<file path="config.mk">
export PLATFORM = sky130hd
export DESIGN_NAME = tnn_feature_loader
export DESIGN_NICKNAME = d
export VERILOG_FILES = /design/src/rtl/tnn_feature_loader.sv
export SDC_FILE = /design/constraint.sdc
export NUM_CORES = 1
export LEC_CHECK = 0
export CORE_ASPECT_RATIO = 1.25
export CORE_MARGIN = 5
export CORE_UTILIZATION = 40
export DETAILED_ROUTE_END_ITERATION = 8
export HOLD_SLACK_MARGIN = 0.08
export PLACE_DENSITY = 0.55
export SLEW_MARGIN = 10
export SYNTH_ARGS = -nofsm -noshare
export SYNTH_HDL_FRONTEND = slang
export SYNTH_SLANG_ARGS = --single-unit
</file>
<file path="constraint.sdc">
create_clock -name clk -period 4.86 [get_ports clk]
set_clock_uncertainty 0.05 [all_clocks]
set_input_delay 0.729 -clock clk [delete_from_list [all_inputs] [get_ports clk]]
set_output_delay 0.729 -clock clk [all_outputs]
set_load 0.01 [all_outputs]
</file>
<file path="src/rtl/tnn_feature_loader.sv">
// tnn_feature_loader: streams raw features in, quantizes each to 2 bits
// against per-feature thresholds, presents an 8-feature frame to a
// combinational TNN classifier and returns one registered class bit per frame.
module tnn_feature_loader #(
  parameter int unsigned FEAT_W = 8,
  parameter int unsigned N_FEAT = 8
) (
  input  logic              clk,
  input  logic              rst_n,
  input  logic              s_valid,
  output logic              s_ready,
  input  logic [FEAT_W-1:0] s_data,
  input  logic              s_last,
  input  logic              cfg_we,
  input  logic [4:0]        cfg_addr,
  input  logic [FEAT_W-1:0] cfg_data,
  output logic [1:0]        cls_a,
  output logic [1:0]        cls_b,
  output logic [1:0]        cls_c,
  output logic [1:0]        cls_d,
  output logic [1:0]        cls_e,
  output logic [1:0]        cls_f,
  output logic [1:0]        cls_g,
  output logic [1:0]        cls_h,
  input  logic              cls_out,
  output logic              m_valid,
  input  logic              m_ready,
  output logic              m_class,
  output logic              m_err,
  output logic [7:0]        err_cnt
);

  localparam int unsigned IDX_W = 3;
  localparam int unsigned N_THR = N_FEAT * 3;
  localparam int unsigned CNT_W = 8;
  localparam int unsigned ADR_W = 5;

  typedef enum logic [1:0] {
    ST_COLLECT,
    ST_EVAL,
    ST_OUT
  } state_e;

  state_e             state_q, state_d;
  logic [IDX_W-1:0]   idx_q, idx_d;
  logic [1:0]         cls_q [N_FEAT];
  logic [1:0]         cls_nx [N_FEAT];
  logic [FEAT_W-1:0]  thr_q [N_THR];
  logic               s_ready_q, s_ready_d;
  logic               m_valid_q, m_valid_d;
  logic               m_class_q, m_class_d;
  logic               m_err_q, m_err_d;
  logic               err_nx_q, err_nx_d;
  logic [CNT_W-1:0]   err_cnt_q, err_cnt_d;

  logic [ADR_W-1:0]   thr_base;
  logic [1:0]         q_val;

  // Quantize the incoming beat against the thresholds of the current feature.
  always_comb begin
    thr_base = ADR_W'(idx_q) * ADR_W'(3);
    q_val    = 2'(s_data >= thr_q[thr_base])
             + 2'(s_data >= thr_q[thr_base + ADR_W'(1)])
             + 2'(s_data >= thr_q[thr_base + ADR_W'(2)]);
  end

  // Threshold table; writes land on the edge, so a same-cycle beat sees the old value.
  always_ff @(posedge clk or negedge rst_n) begin
    if (!rst_n) begin
      for (int unsigned i = 0; i < N_THR; i++) begin
        thr_q[i] <= FEAT_W'(((i % 3) + 1) << (FEAT_W - 2));
      end
    end else if (cfg_we && (cfg_addr < ADR_W'(N_THR))) begin
      thr_q[cfg_addr] <= cfg_data;
    end
  end

  // Next-state and datapath for the collect / evaluate / output sequence.
  always_comb begin
    state_d   = state_q;
    idx_d     = idx_q;
    cls_nx    = cls_q;
    m_valid_d = m_valid_q;
    m_class_d = m_class_q;
    m_err_d   = m_err_q;
    err_nx_d  = err_nx_q;
    err_cnt_d = err_cnt_q;

    unique case (state_q)
      ST_COLLECT: begin
        if (s_valid && s_ready_q) begin
          cls_nx[idx_q] = q_val;
          if (idx_q == IDX_W'(N_FEAT - 1)) begin
            state_d  = ST_EVAL;
            err_nx_d = !s_last;
          end else if (s_last) begin
            // Short frame: drop it, clear the classifier inputs, count it.
            idx_d = '0;
            for (int unsigned i = 0; i < N_FEAT; i++) begin
              cls_nx[i] = '0;
            end
            if (err_cnt_q != '1) begin
              err_cnt_d = err_cnt_q + CNT_W'(1);
            end
          end else begin
            idx_d = idx_q + IDX_W'(1);
          end
        end
      end
      ST_EVAL: begin
        m_class_d = cls_out;
        m_err_d   = err_nx_q;
        m_valid_d = 1'b1;
        state_d   = ST_OUT;
      end
      ST_OUT: begin
        if (m_ready) begin
          m_valid_d = 1'b0;
          idx_d     = '0;
          state_d   = ST_COLLECT;
        end
      end
      default: begin
        state_d = ST_COLLECT;
      end
    endcase

    s_ready_d = (state_d == ST_COLLECT);
  end

  // State and output registers.
  always_ff @(posedge clk or negedge rst_n) begin
    if (!rst_n) begin
      state_q   <= ST_COLLECT;
      idx_q     <= '0;
      for (int unsigned i = 0; i < N_FEAT; i++) begin
        cls_q[i] <= '0;
      end
      s_ready_q <= 1'b1;
      m_valid_q <= 1'b0;
      m_class_q <= 1'b0;
      m_err_q   <= 1'b0;
      err_nx_q  <= 1'b0;
      err_cnt_q <= '0;
    end else begin
      state_q   <= state_d;
      idx_q     <= idx_d;
      cls_q     <= cls_nx;
      s_ready_q <= s_ready_d;
      m_valid_q <= m_valid_d;
      m_class_q <= m_class_d;
      m_err_q   <= m_err_d;
      err_nx_q  <= err_nx_d;
      err_cnt_q <= err_cnt_d;
    end
  end

  assign s_ready = s_ready_q;
  assign m_valid = m_valid_q;
  assign m_class = m_class_q;
  assign m_err   = m_err_q;
  assign err_cnt = err_cnt_q;
  assign cls_a   = cls_q[0];
  assign cls_b   = cls_q[1];
  assign cls_c   = cls_q[2];
  assign cls_d   = cls_q[3];
  assign cls_e   = cls_q[4];
  assign cls_f   = cls_q[5];
  assign cls_g   = cls_q[6];
  assign cls_h   = cls_q[7];

endmodule

</file>
==> flow_summary.yaml, run 1 <==
job:
  max_cap_violations: 0
route:
  via_count: 9394
  drt_iter0_drc: 572
  first_pass_iters: 4
  routed_via_density: 5.84
  route.final.wire_length_mm: 39.6
  antenna_left: 0
  drc: 0
  wl_per_cell_um: 24.6
logic_synthesis:
  syn_inst: 1051
  ys_seq_area_share_pct: 40.4
  synth_edf_count: 0
  yosysWarnings: 0
  postSynthAreaPerCell_um2: 13.4
  syn_nets: 1114
  synth.cell_area_um2: 14100
  synth.most_common_cell: "mux2_2"
  async_flop_share_pct: 100
  yosys.area.top_type: "dfrtp_1"
  synth_common_cells: "mux2_2, dfrtp_1, mux4_2, mux2i_1, nand2_1"
  synthTopCellsByArea: "dfrtp_1, mux4_2, mux2_2"
  ys_types: 50
  synth_top_area_share_pct: 34.3
  ys_dominant_reg_cell: "dfrtp_1"
  yosys_register_bits: 226
cells_and_area:
  syn2layout_area_growth_pct: 16.7
  n_antenna_cell: 0
  fill_cells: 3186
  drive_gt1_share_pct: 41.9
  fin_nets: 1181
clock_tree:
  clockRootBuffer: "clkbuf_16"
  hold_buffers: 0
  path_clk_slew_ps: 60
  clock_latency_ps: 540
  h-tree-depth: 1
  tritoncts: "yes"
  numClockSinks: 226
  cts_buffers: 26
  cts_buffer_depth: 3
global_route:
  grt_pass1_wl_mm: 60.6
  grt_pass1_vias: 9643
  track_usage_pct: 20.6
  grt_max_degree: 129
  grt_overflow: 0
  antenna_found_initial: 0
setup_path:
  cp_cell_sequence: "ha_4, fa_2, ha_4, nand2_4, xnor2_4, mux4_2, mux2_4, o22a_1, ha_1, a21o_1, a21oi_2, o21ai_2, a221oi_2, buf_4, fa_2, inv_2, mux2i_1, nor2_1"
  path_max_fanout: 5
  crit_type: "reg2reg"
  max_stage_delay_ps: 640
  cp_data_arrival_time_ps: 5100
  crit_required_ps: 5290
  end_kind: "flop"
  startpoint_type: "flop"
  cp_slowest_cell: "fa_2"
die:
  core_area_um2: 35100
  rows: 77
  die_area_um2: 39100
  ios: 56
  die_w_um: 178
  die_h_um: 220
  initial_core_util_pct: 40.2
timing:
  slew-limit-headroom_pct: 28.5
  post-route-min-period_ps: 4670
  finalCritPeriodShare_pct: 96.2
  fmax_ghz: 0.214
  worstMarginPinSlew_ps: 1060
  rsz0062_at_grt: "true"
  hold_violations: 0
  finalSetupViolCount: 0
  slew_violations: 0
  hold_ws_ps: 158
  tns_ps: 0
placement:
  place.gp.congestion: 0.908
  io_buffers: 55
  hpwl_mm: 28.4
min_path:
  hp-class: "in2async"
power_and_ir_drop:
  leakage_nw: 7.22
  power_density_nw_per_um2: 485
  ir_worst_vdd_v: 0.000232
status:
  outcome: "finished, final reports clean"
[layout make-up]
class	instances	area [µm²]	share of cell area [%]
repair buffers	111	1070	6.51
clock buffers	34	742	4.51
clock inverters	11	194	1.18
flip-flops and latches	226	5700	34.6
multi-input cells	743	8120	49.3
inverters	10	37.5	0.228
well taps	474	593	3.60
[layer usage]
layer	wire length (µm)	share of wire, %	up-vias	global-route usage (%)
met5	0	0	-	0
li1	-	-	4164	-
met4	1510	3.8	0	7.51
met2	20000	51	229	35.9
met3	1810	4.6	67	2.57
met1	16300	41	4934	26.2
[kinds of logic (layout without fill, tap and decap cells)]
| family | count (synthesis) | count (layout) | synth area share, % |
|---|---|---|---|
| adders and majority gates | 35 | 35 | 3.21 |
| DFF | 226 | 226 | 40.4 |
| muxes | 427 | 427 | 42.9 |
| AOI/OAI and AO/OA | 93 | 93 | 4.14 |
| buffers and inverters | 82 | 166 | 2.61 |
| xor gates and xnor gates | 12 | 12 | 0.959 |
| and+or+nand+nor | 176 | 176 | 5.76 |
[power by group]
group	total (mW)	internal (mW)	switching (mW)
registers	2.57	2.25	0.315
logic	3.27	1.72	1.56
clock network	2.15	1.33	0.810
total	7.99	5.31	2.68
[registers in the layout, summed over array words and instances, names as in the netlist]
| register | count |
|---|---|
| m_err | 1 |
| cls_a | 2 |
| cls_c | 2 |
| s_ready | 1 |
| cls_e | 2 |
| cls_f | 2 |
| thr_q | 192 |
| idx_q | 3 |
| err_nx_q | 1 |
| cls_d | 2 |
| state_q | 2 |
| err_cnt | 8 |
| m_valid | 1 |
| cls_h | 2 |
| cls_b | 2 |
| m_class | 1 |
| cls_g | 2 |
[what timing repair did]
action,CTS,global route
gates resized for setup,0,17
pin swaps,1,13
setup endpoints to repair,2,16
setup buffers,0,1
[layout by cell type, fill, tap and decap left out, drive strengths merged, types with 3 or more instances in the layout]
cell           Yosys  final
buf               41     57
a21o               9      9
a21oi             30     30
nand2             68     68
nor2              54     54
mux2i            107    107
nor2b             10     10
o22ai             13     13
dfrtp            193    193
nand2b             4      4
o211ai             5      5
nand3             13     13
mux4             122    122
dfstp             33     33
inv               10     10
o21ai             14     14
a221oi             3      3
xor2               3      3
clkdlybuf4s50      0     54
nor3               6      6
and3               6      6
clkbuf            31     34
nor3b              4      4
bufinv             0      5
a31oi              8      8
clkinvlp           0      4
xnor2              9      9
ha                33     33
mux2             198    198
[worst paths after layout]
path                          start    endpoint  slack [ps]  cells after the start
hold / removal                rst_n  thr_q[124]         160                      1
min in group clk           err_nx_q    err_nx_q         430                      2
hold reg to reg            err_nx_q    err_nx_q         430                      2
setup / recovery           idx_q[0]    cls_a[0]         190                     18
max in group asynchronous     rst_n     s_ready        3580                      2
setup reg to reg           idx_q[0]    cls_a[0]         190                     18
[critical path, delay by kind of cell (launching register included)]
| family | cells | cell delay, ps |
|---|---|---|
| flip-flops | 1 | 490 |
| buffers and inverters | 2 | 270 |
| AND/OR/NAND/NOR | 2 | 160 |
| adder cells (fa/ha/maj) | 5 | 1750 |
| AO/OA/AOI/OAI | 5 | 740 |
| multiplexers | 3 | 880 |
| XOR/XNOR | 1 | 270 |
[per-stage QoR]
step | instance area (µm²) | utilization, % | instances | total power, mW | setup WS (ps)
final | 16500 | 46.9 | 1609 | 7.99 | 185
after global placement | 15400 | 44.0 | 1563 | 5.78 | 127
after floorplan | 14100 | - | 1051 | 4.72 | 29.6
after detailed placement | 15400 | 44.0 | 1563 | 5.81 | 79.7
after global routing | 16500 | 46.9 | 1609 | 8.41 | -37.3
after CTS | 16400 | 46.7 | 1608 | 8.00 | 21.9
(Power assumes the default switching activity.)
==> run 2, diff against run 1 <==
--- a/config.mk
+++ b/config.mk
@@ -8,8 +8,10 @@
 export CORE_ASPECT_RATIO = 1.25
 export CORE_MARGIN = 5
 export CORE_UTILIZATION = 40
+export CTS_CLUSTER_SIZE = 16
 export DETAILED_ROUTE_END_ITERATION = 8
 export HOLD_SLACK_MARGIN = 0.08
+export MAX_ROUTING_LAYER = met4
 export PLACE_DENSITY = 0.55
 export SLEW_MARGIN = 10
 export SYNTH_ARGS = -nofsm -noshare
==> run 2 against run 1 <==
  * Critical path depth fell by 1
  * Cell area decreased by 0.48%
  * Sequential share of layout area is 0.17 points higher
  * Wire length grew 1.5%
  * Critical path type unchanged
  * Largest power group unchanged
==> flow_summary.yaml, run 2 (synthesis gave the netlist of run 1 again) <==
cells_and_area:
  n_antenna_cell: 0
  fin_nets: 1179
  fin_area_um2: 16400
  fin_util_pct: 46.7
  mostFrequentLayoutCell: "mux2_2"
  largest_reg_flops: 192
  final_cell_mix: "mux2_2, dfrtp_1, mux4_2, mux2i_1, nand2_1"
  syn2layout_area_growth_pct: 16.2
  regMostFlops: "thr_q"
  layout.cells.non_filler: 1609
  drive_gt1_share_pct: 41.4
setup_path:
  cp_data_arrival_time_ps: 5070
  ff2ff_setup_slack_ps: 230
  critPathTopFamily: "adder cells"
  startpoint_type: "flop"
  end_kind: "flop"
  cp_cell_sequence: "ha_4, fa_2, ha_4, nand2_2, xnor2_4, mux4_2, mux2_2, o22a_1, ha_1, a21o_1, a21oi_2, o21ai_1, a221oi_2, fa_2, inv_2, mux2i_1, nor2_1"
  r2r-start: "idx_q[0]"
  crit_required_ps: 5300
  path_max_fanout: 5
  worstSetupStartpoint: "idx_q[0]"
  r2r-end: "cls_e[0]"
  cp_slowest_cell: "fa_2"
  path_depth: 17
  crit_type: "reg2reg"
  crit_path_end: "cls_e[0]"
  worst_r2r_path_depth: 17
  max_stage_delay_ps: 620
  path_buf_inv: 1
min_path:
  hp-class: "in2async"
global_route:
  antenna_found_initial: 0
  grt_overflow: 0
  grt_max_degree: 129
  track_usage_pct: 21.6
  grt_pass1_vias: 9768
  grt_pass1_wl_mm: 62.3
route:
  wl_per_cell_um: 25.0
  first_pass_iters: 5
  antenna_left: 0
  routed_via_density: 5.86
  via_count: 9433
  drc: 0
  drt_iter0_drc: 558
  route.final.wire_length_mm: 40.2
timing:
  finalCritPeriodShare_pct: 95.4
  slew_violations: 0
  tns_ps: 0
  worstMarginPinSlew_ps: 992
  fmax_ghz: 0.216
  hold_violations: 0
  finalSetupViolCount: 0
  slew-limit-headroom_pct: 33.7
  hold_ws_ps: 194
  post-route-min-period_ps: 4630
clock_tree:
  clock_latency_ps: 560
  clockRootBuffer: "clkbuf_16"
  numClockSinks: 226
  cts_buffers: 26
  path_clk_slew_ps: 60
  h-tree-depth: 1
  tritoncts: "yes"
  cts_buffer_depth: 3
die:
  rows: 77
  die_h_um: 220
  ios: 56
  initial_core_util_pct: 40.2
  die_area_um2: 39100
  core_area_um2: 35100
  die_w_um: 178
placement:
  io_buffers: 55
  place.gp.congestion: 0.921
  place_inst: 1562
  dpl_cell_area_um2: 15400
  hpwl_mm: 28.7
status:
  outcome: "finished, final reports clean"
power_and_ir_drop:
  power_density_nw_per_um2: 481
  ir_worst_vdd_v: 0.000227
  leakage_nw: 7.18
job:
  max_cap_violations: 0
==> run 2: final cells by class <==
cell class | instances | area, µm²
Sequential cell | 226 | 5700
Fill cell | 3224 | 18700
Tap cell | 474 | 593
Clock inverter | 6 | 108
Timing Repair Buffer | 109 | 1050
Clock buffer | 41 | 778
Inverter | 10 | 37.5
Multi-Input combinational cell | 743 | 8110
==> run 2: how the worst min path moves through the flow <==
stage                  start    endpoint  slack, ps  cells past startpoint
finish                 rst_n  thr_q[116]        190                      1
global placement    err_nx_q    err_nx_q        420                      2
CTS                    rst_n  thr_q[116]        240                      1
floorplan              rst_n    cls_a[0]        380                      0
global route           rst_n   thr_q[84]        270                      1
detailed placement  err_nx_q    err_nx_q        420                      2
==> run 2: layer usage <==
metal	GRT usage, %	vias to the layer above	share of wire, %
met5	-	-	0
met4	5.98	0	2.6
met3	2.04	54	4.3
met2	36.4	242	51
met1	28.0	4966	42
li1	-	4171	-
==> run 2: repair_timing <==
action                                  4_1_cts  5_1_grt
resized for setup                             0       13
hold buffers                                  0        0
buffers inserted                              0        1
endpoints found under the setup margin        0       16
==> run 2: power breakdown <==
part / switching (mW) / total [mW] / internal (mW)
combinational: 1.55 / 3.25 / 1.70
clock: 0.811 / 2.06 / 1.25
sequential: 0.317 / 2.57 / 2.25
total: 2.67 / 7.88 / 5.21
==> run 2: worst register-to-register path, cell delays in order (launching register included) <==
cell and delay, ps:
dfrtp_4 490, ha_4 180, fa_2 620, ha_4 150
nand2_2 80, xnor2_4 250, mux4_2 520, mux2_2 280
o22a_1 190, ha_1 270, a21o_1 170, a21oi_2 120
o21ai_1 90, a221oi_2 260, fa_2 550, inv_2 120
mux2i_1 80, nor2_1 100
==> run 2: metrics by stage <==
| stage | setup slack [ps] | total power [mW] |
|---|---|---|
| 6_report | 226 | 7.88 |
| 5_1_grt | -0.132 | 8.30 |
| 4_1_cts | 40.1 | 7.90 |
| 3_5_place_dp | 80.8 | 5.82 |
| 3_3_place_gp | 96.1 | 5.77 |
| 2_1_floorplan | 29.6 | 4.72 |
